### src/rtl/mdr_ctrl.sv
// Memory data register with bus load/drive and its own data-memory req/ready handshake.
// Handles byte/half/word loads with sign/zero extension and reports busy/done/err.
//
// state | meaning
// IDLE  | waiting for bus write or memory command
// REQ   | mem_req asserted, waiting for mem_ready or timeout
// DONE  | one-cycle completion pulse
module mdr_ctrl #(
    parameter int DATA_W  = 24,
    parameter int TIMEOUT = 15,
    parameter int TO_W    = 8
) (
    input  logic              clk,
    input  logic              rst_n,
    input  logic              write,
    input  logic              read_bus,
    input  logic [DATA_W-1:0] data_in,
    output logic [DATA_W-1:0] Bus_out,
    output logic [DATA_W-1:0] DMEM,
    input  logic              mem_rd_cmd,
    input  logic              mem_wr_cmd,
    input  logic [1:0]        size,
    input  logic              sext,
    output logic              mem_req,
    output logic              mem_we,
    input  logic [DATA_W-1:0] mem_rdata,
    input  logic              mem_ready,
    output logic              busy,
    output logic              done,
    output logic              err
);

    typedef enum logic [1:0] {
        IDLE = 2'b00,
        REQ  = 2'b01,
        DONE = 2'b10
    } state_t;

    state_t            state, state_nxt;
    logic [DATA_W-1:0] mdr, mdr_nxt;
    logic [TO_W-1:0]   cnt, cnt_nxt;
    logic              err_q, err_nxt;
    logic              we_q, we_nxt;
    logic [1:0]        size_q, size_nxt;
    logic              sext_q, sext_nxt;
    logic [DATA_W-1:0] load_val;
    logic [TO_W-1:0]   cnt_inc;

    assign cnt_inc = cnt + 1'b1;

    // Narrow loads take the low byte/half; size is the value latched with the command.
    always_comb begin
        load_val = mem_rdata;
        case (size_q)
            2'b00: load_val = {{(DATA_W-8){sext_q & mem_rdata[7]}}, mem_rdata[7:0]};
            2'b01: load_val = {{(DATA_W-16){sext_q & mem_rdata[15]}}, mem_rdata[15:0]};
            default: load_val = mem_rdata;
        endcase
    end

    always_ff @(posedge clk or negedge rst_n) begin
        if (!rst_n) begin
            state  <= IDLE;
            mdr    <= '0;
            cnt    <= '0;
            err_q  <= 1'b0;
            we_q   <= 1'b0;
            size_q <= 2'b00;
            sext_q <= 1'b0;
        end else begin
            state  <= state_nxt;
            mdr    <= mdr_nxt;
            cnt    <= cnt_nxt;
            err_q  <= err_nxt;
            we_q   <= we_nxt;
            size_q <= size_nxt;
            sext_q <= sext_nxt;
        end
    end

    always_comb begin
        state_nxt = state;
        mdr_nxt   = mdr;
        cnt_nxt   = cnt;
        err_nxt   = err_q;
        we_nxt    = we_q;
        size_nxt  = size_q;
        sext_nxt  = sext_q;
        case (state)
            IDLE: begin
                if (write) begin
                    mdr_nxt = data_in;
                end else if (mem_wr_cmd) begin
                    state_nxt = REQ;
                    we_nxt    = 1'b1;
                    err_nxt   = 1'b0;
                    cnt_nxt   = '0;
                end else if (mem_rd_cmd) begin
                    state_nxt = REQ;
                    we_nxt    = 1'b0;
                    size_nxt  = size;
                    sext_nxt  = sext;
                    err_nxt   = 1'b0;
                    cnt_nxt   = '0;
                end
            end
            REQ: begin
                if (mem_ready) begin
                    state_nxt = DONE;
                    if (!we_q) mdr_nxt = load_val;
                end else begin
                    cnt_nxt = cnt_inc;
                    if (cnt_inc == TO_W'(TIMEOUT)) begin
                        state_nxt = IDLE;
                        err_nxt   = 1'b1;
                    end
                end
            end
            DONE: state_nxt = IDLE;
            default: state_nxt = IDLE;
        endcase
    end

    assign mem_req = (state == REQ);
    assign mem_we  = (state == REQ) && we_q;
    assign busy    = (state != IDLE);
    assign done    = (state == DONE);
    assign err     = err_q;
    assign DMEM    = mdr;
    assign Bus_out = read_bus ? mdr : '0;

endmodule

### config.mk
export PLATFORM = sky130hd
export DESIGN_NAME = mdr_ctrl
export DESIGN_NICKNAME = d
export VERILOG_FILES = /design/src/rtl/mdr_ctrl.sv
export SDC_FILE = /design/constraint.sdc
export NUM_CORES = 1
export LEC_CHECK = 0
export CORE_AREA = 5 5 85 79
export CTS_BUF_LIST = sky130_fd_sc_hd__clkbuf_8 sky130_fd_sc_hd__clkbuf_16
export DETAILED_ROUTE_END_ITERATION = 16
export DIE_AREA = 0 0 90 84
export PLACE_DENSITY = 0.85
export SYNTH_ARGS = -nofsm -noshare
export SYNTH_HDL_FRONTEND = slang
export SYNTH_SLANG_ARGS = --single-unit
### constraint.sdc
create_clock -name clk -period 1.55 [get_ports clk]
set_input_delay 0.2325 -clock clk [delete_from_list [all_inputs] [get_ports clk]]
set_output_delay 0.2325 -clock clk [all_outputs]
set_load 0.01 [all_outputs]
==> summary.md <==
| Metric | Value |
|---|---|
| Status | `finished, violations left` |
| Failing checks | `setup timing` |
| Most frequent cell after synthesis | `dfrtp_1` |
| Final Worst Setup Slack | `-0.0166 ns` |
| Detail Route Antenna Nets | `0` |
| Port bufs | `110` |
| Cell mode on critical path | `buf_6` |
| Hold Path Class | `input port to asynchronous set/reset pin` |
| Die X | `about 90 um` |
| Final clock period utilization by the worst path | `1.01` |
| Area after DPL | `about 3500 um2` |
| Die area | `~7600 um2` |
| CTS max path bufs | `2` |
| Antenna violations before repair | `0` |
| Setup Viol. Count Final | `1` |
| Drt drc | `0` |
| Worst path cell trace | `buf_6 -> buf_6 -> nor3_4 -> nand3b_1 -> mux2_4` |
| CP max stage cell | `dfrtp_1` |
| Largest net degree at the start of global routing | `25` |
| Starting density of the core | `0.377` |
| Via Count | `approximately 2300` |
| #FFs+latches synth | `39` |
| Final-layout fill cell count | `465` |
| Die Y | `between 80 and 90 um` |
| Area leader, netlist | `dfrtp_1` |
| Final wirelength | `roughly 7000 um` |
| Hold slack | `about 0.40 ns` |
| Compound-Gate Fraction of Synth Area | `0.195` |
| Leakage | `0.00165 uW` |
| Vias per cell | `5.14` |
| Clock latency at the later pin of the worst-skew pair | `between 0.2 and 0.3 ns` |
| Post-Syn Nets | `305` |
| Setup crit start | `state[0]` |
| Startpoint types | `register` |
| Register area share after synthesis | `0.443` |
| H-tree levels | `2` |
| GR Overflow Total | `0` |
| Total CTS buffers | `5` |
| Mux contribution to synthesized area | `0.0563` |
| Post-Synth Adder-Cell Area | `0.0114` |
| IO Pins | `around 110` |
| FMAX | `approximately 640 MHz` |
| Synth Cell Area | `approximately 2200 um2` |
| Worst-margin pin slew | `0.406 ns` |
| Total Routing Usage GR | `0.176` |
| Clk root buf | `clkbuf_8` |
| RSZ-0062 raised after global routing | `yes` |
| Yosys cell types | `39` |
| Final Hold Viols | `0` |
| Ys Warns | `0` |
| Power Density | `1360 nW/um2` |
| Slew HR | `0.730` |
| Simple-gate share of the synthesized area | `0.237` |
| Slew Viols, Final | `0` |
| Top_reg_cell synth | `dfrtp_1` |
| Initial drt markers | `83` |
| CP max stage delay | `0.40 ns` |
| Synth async-reset ratio | `1.00` |
| Final GP Congestion | `0.899` |
| Crit path required time | `about 1.7 ns` |
| Top cells by area, synth | `dfrtp_1 44%, and2_1 7.7%, o21ai_0 7.5%, nand2_1 5.1%, mux2i_1 4.1%` |
| DP Worst Slack | `-0.256 ns` |
| Routed len/inst | `around 16 um` |
| Fin nets | `435` |
| Mapped Cells | `approximately 250` |
| N_diodes | `0` |
| Total iterations of the first detailed-routing run | `5` |
| Endpoint class of the critical path | `register` |
| Largest family of logic cells by synthesized area | `simple AND/OR/NAND/NOR gates` |
| Post-synthesis area per instance | `8.99 um2` |
| CTS sink count | `39` |
| MaxCap Viol Count | `0` |
| Xor/xnor share of the synthesized area | `0.0119` |
| CTS clk-pin slew, worst paths | `0.07 ns` |
| Post-synth EDFFs | `0` |
| Post-synth top cells | `39 x dfrtp_1, 33 x o21ai_0, 30 x nand2_1` |
| Synth top area share | `0.443` |
| CTS tree | `done` |
| Crit Path Category | `register to register` |
| Fin crit period | `around 1.6 ns` |
| P&R area growth vs syn | `70.3%` |
| Crit path DAT | `1.73 ns` |
| CORE AREA | `slightly below 6000 um2` |
| Std-Cell Rows | `27` |
| Share of post-route cells with drive strength above 1 | `0.176` |
| Final instance area | `3750 um2` |
| Peak VDD IR | `692 uV` |
| Worst Path Max Fanout | `4` |
| Clock skew | `about 0.0040 ns` |
| Number of global-route vias before repair | `2271` |
| Worst r2r src | `state[0]` |
| First-pass GRT wire length | `approximately 11000 um` |
| Final HPWL DP | `between 5000 and 6000 um` |
[cell families after synthesis]
group	after synthesis
compound gates	72
xor+xnor	3
fa+ha+maj	2
buf+inv	19
flops	39
mux	12
simple gates	98
[final cells by class]
class / instances / area [um2] / area share
Multi-Input combinational cell: 187 / 1220 / 0.326
Timing Repair Buffer: 141 / 1380 / 0.367
Sequential cell: 39 / 977 / 0.261
Clock buffer: 5 / 68.8 / 0.0183
Clock inverter: 3 / 12.5 / 0.00334
Tap cell: 72 / 90.1 / 0.0240
Inverter: 1 / 3.75 / 0.00100
[repair_timing]
action                                 in CTS  in global routing
resized for setup                          47                 34
gates cloned                                0                  1
pin swaps                                   2                  6
setup endpoints to repair                  31                 43
endpoints found under the hold margin      15                  0
hold buffers                                1                  0
setup buffers                               5                  1
[cell usage in the layout (no fill, tap or decap), types with 5 or more instances in the layout]
cell type,Yosys,layout
clkdlybuf4s50_1,0,80
dfrtp_1,39,38
nand2_1,30,30
o21ai_0,33,29
and2_1,27,27
buf_4,3,21
dlygate4sd2_1,0,13
nor2_1,12,12
nand3_1,12,12
o21ai_1,9,11
clkdlybuf4s15_1,0,11
a21oi_1,10,10
mux2i_1,9,9
o31ai_1,12,6
o31ai_2,0,6
buf_6,1,6
clkbuf_8,0,5
[metal layers]
layer / global-route usage / wire length, um / vias up
met1: 0.207 / 2850 / 1084
met5: 0 / 0 / -
met2: 0.309 / 3620 / 87
met4: 0.0501 / 89 / 0
li1: - / - / 1120
met3: 0.0541 / 427 / 10
[power breakdown]
group	total (uW)	switching, uW	internal, uW
Combinational	2720	1170	1550
Clock	637	334	303
Sequential	1730	337	1400
[state kept, by name, summed over array words and instances, names as in the netlist]
name    count
DMEM       24
err         1
size_q      2
sext_q      1
we_q        1
cnt         8
state       2
[critical path, delay by kind of cell, from the launching register on]
family | cells | cell delay, ns
buf+inv | 2 | 0.24
flops | 1 | 0.40
mux | 1 | 0.35
simple gates | 2 | 0.46
[through the flow]
stage               instances  power [uW]   util  setup TNS (ns)
global placement          433        4310  0.601           -6.13
floorplan                 245        2820      -               0
detailed placement        433        4400  0.601           -7.59
global route              448        5430  0.642          -0.486
CTS                       446        4970  0.618        -0.00632
finish                    448        5090  0.642         -0.0166
[worst paths after layout]
path | slack, ns | cells after the start | endpoint
max in group asynchronous | 0.69 | 3 | state[1]
worst max-delay path | -0.02 | 5 | size_q[0]
min in group clk | 0.50 | 2 | DMEM[20]
worst min-delay path | 0.40 | 2 | err
worst max register to register | -0.02 | 5 | size_q[0]
worst min register to register | 0.50 | 2 | DMEM[20]
(Power assumes the default switching activity.)
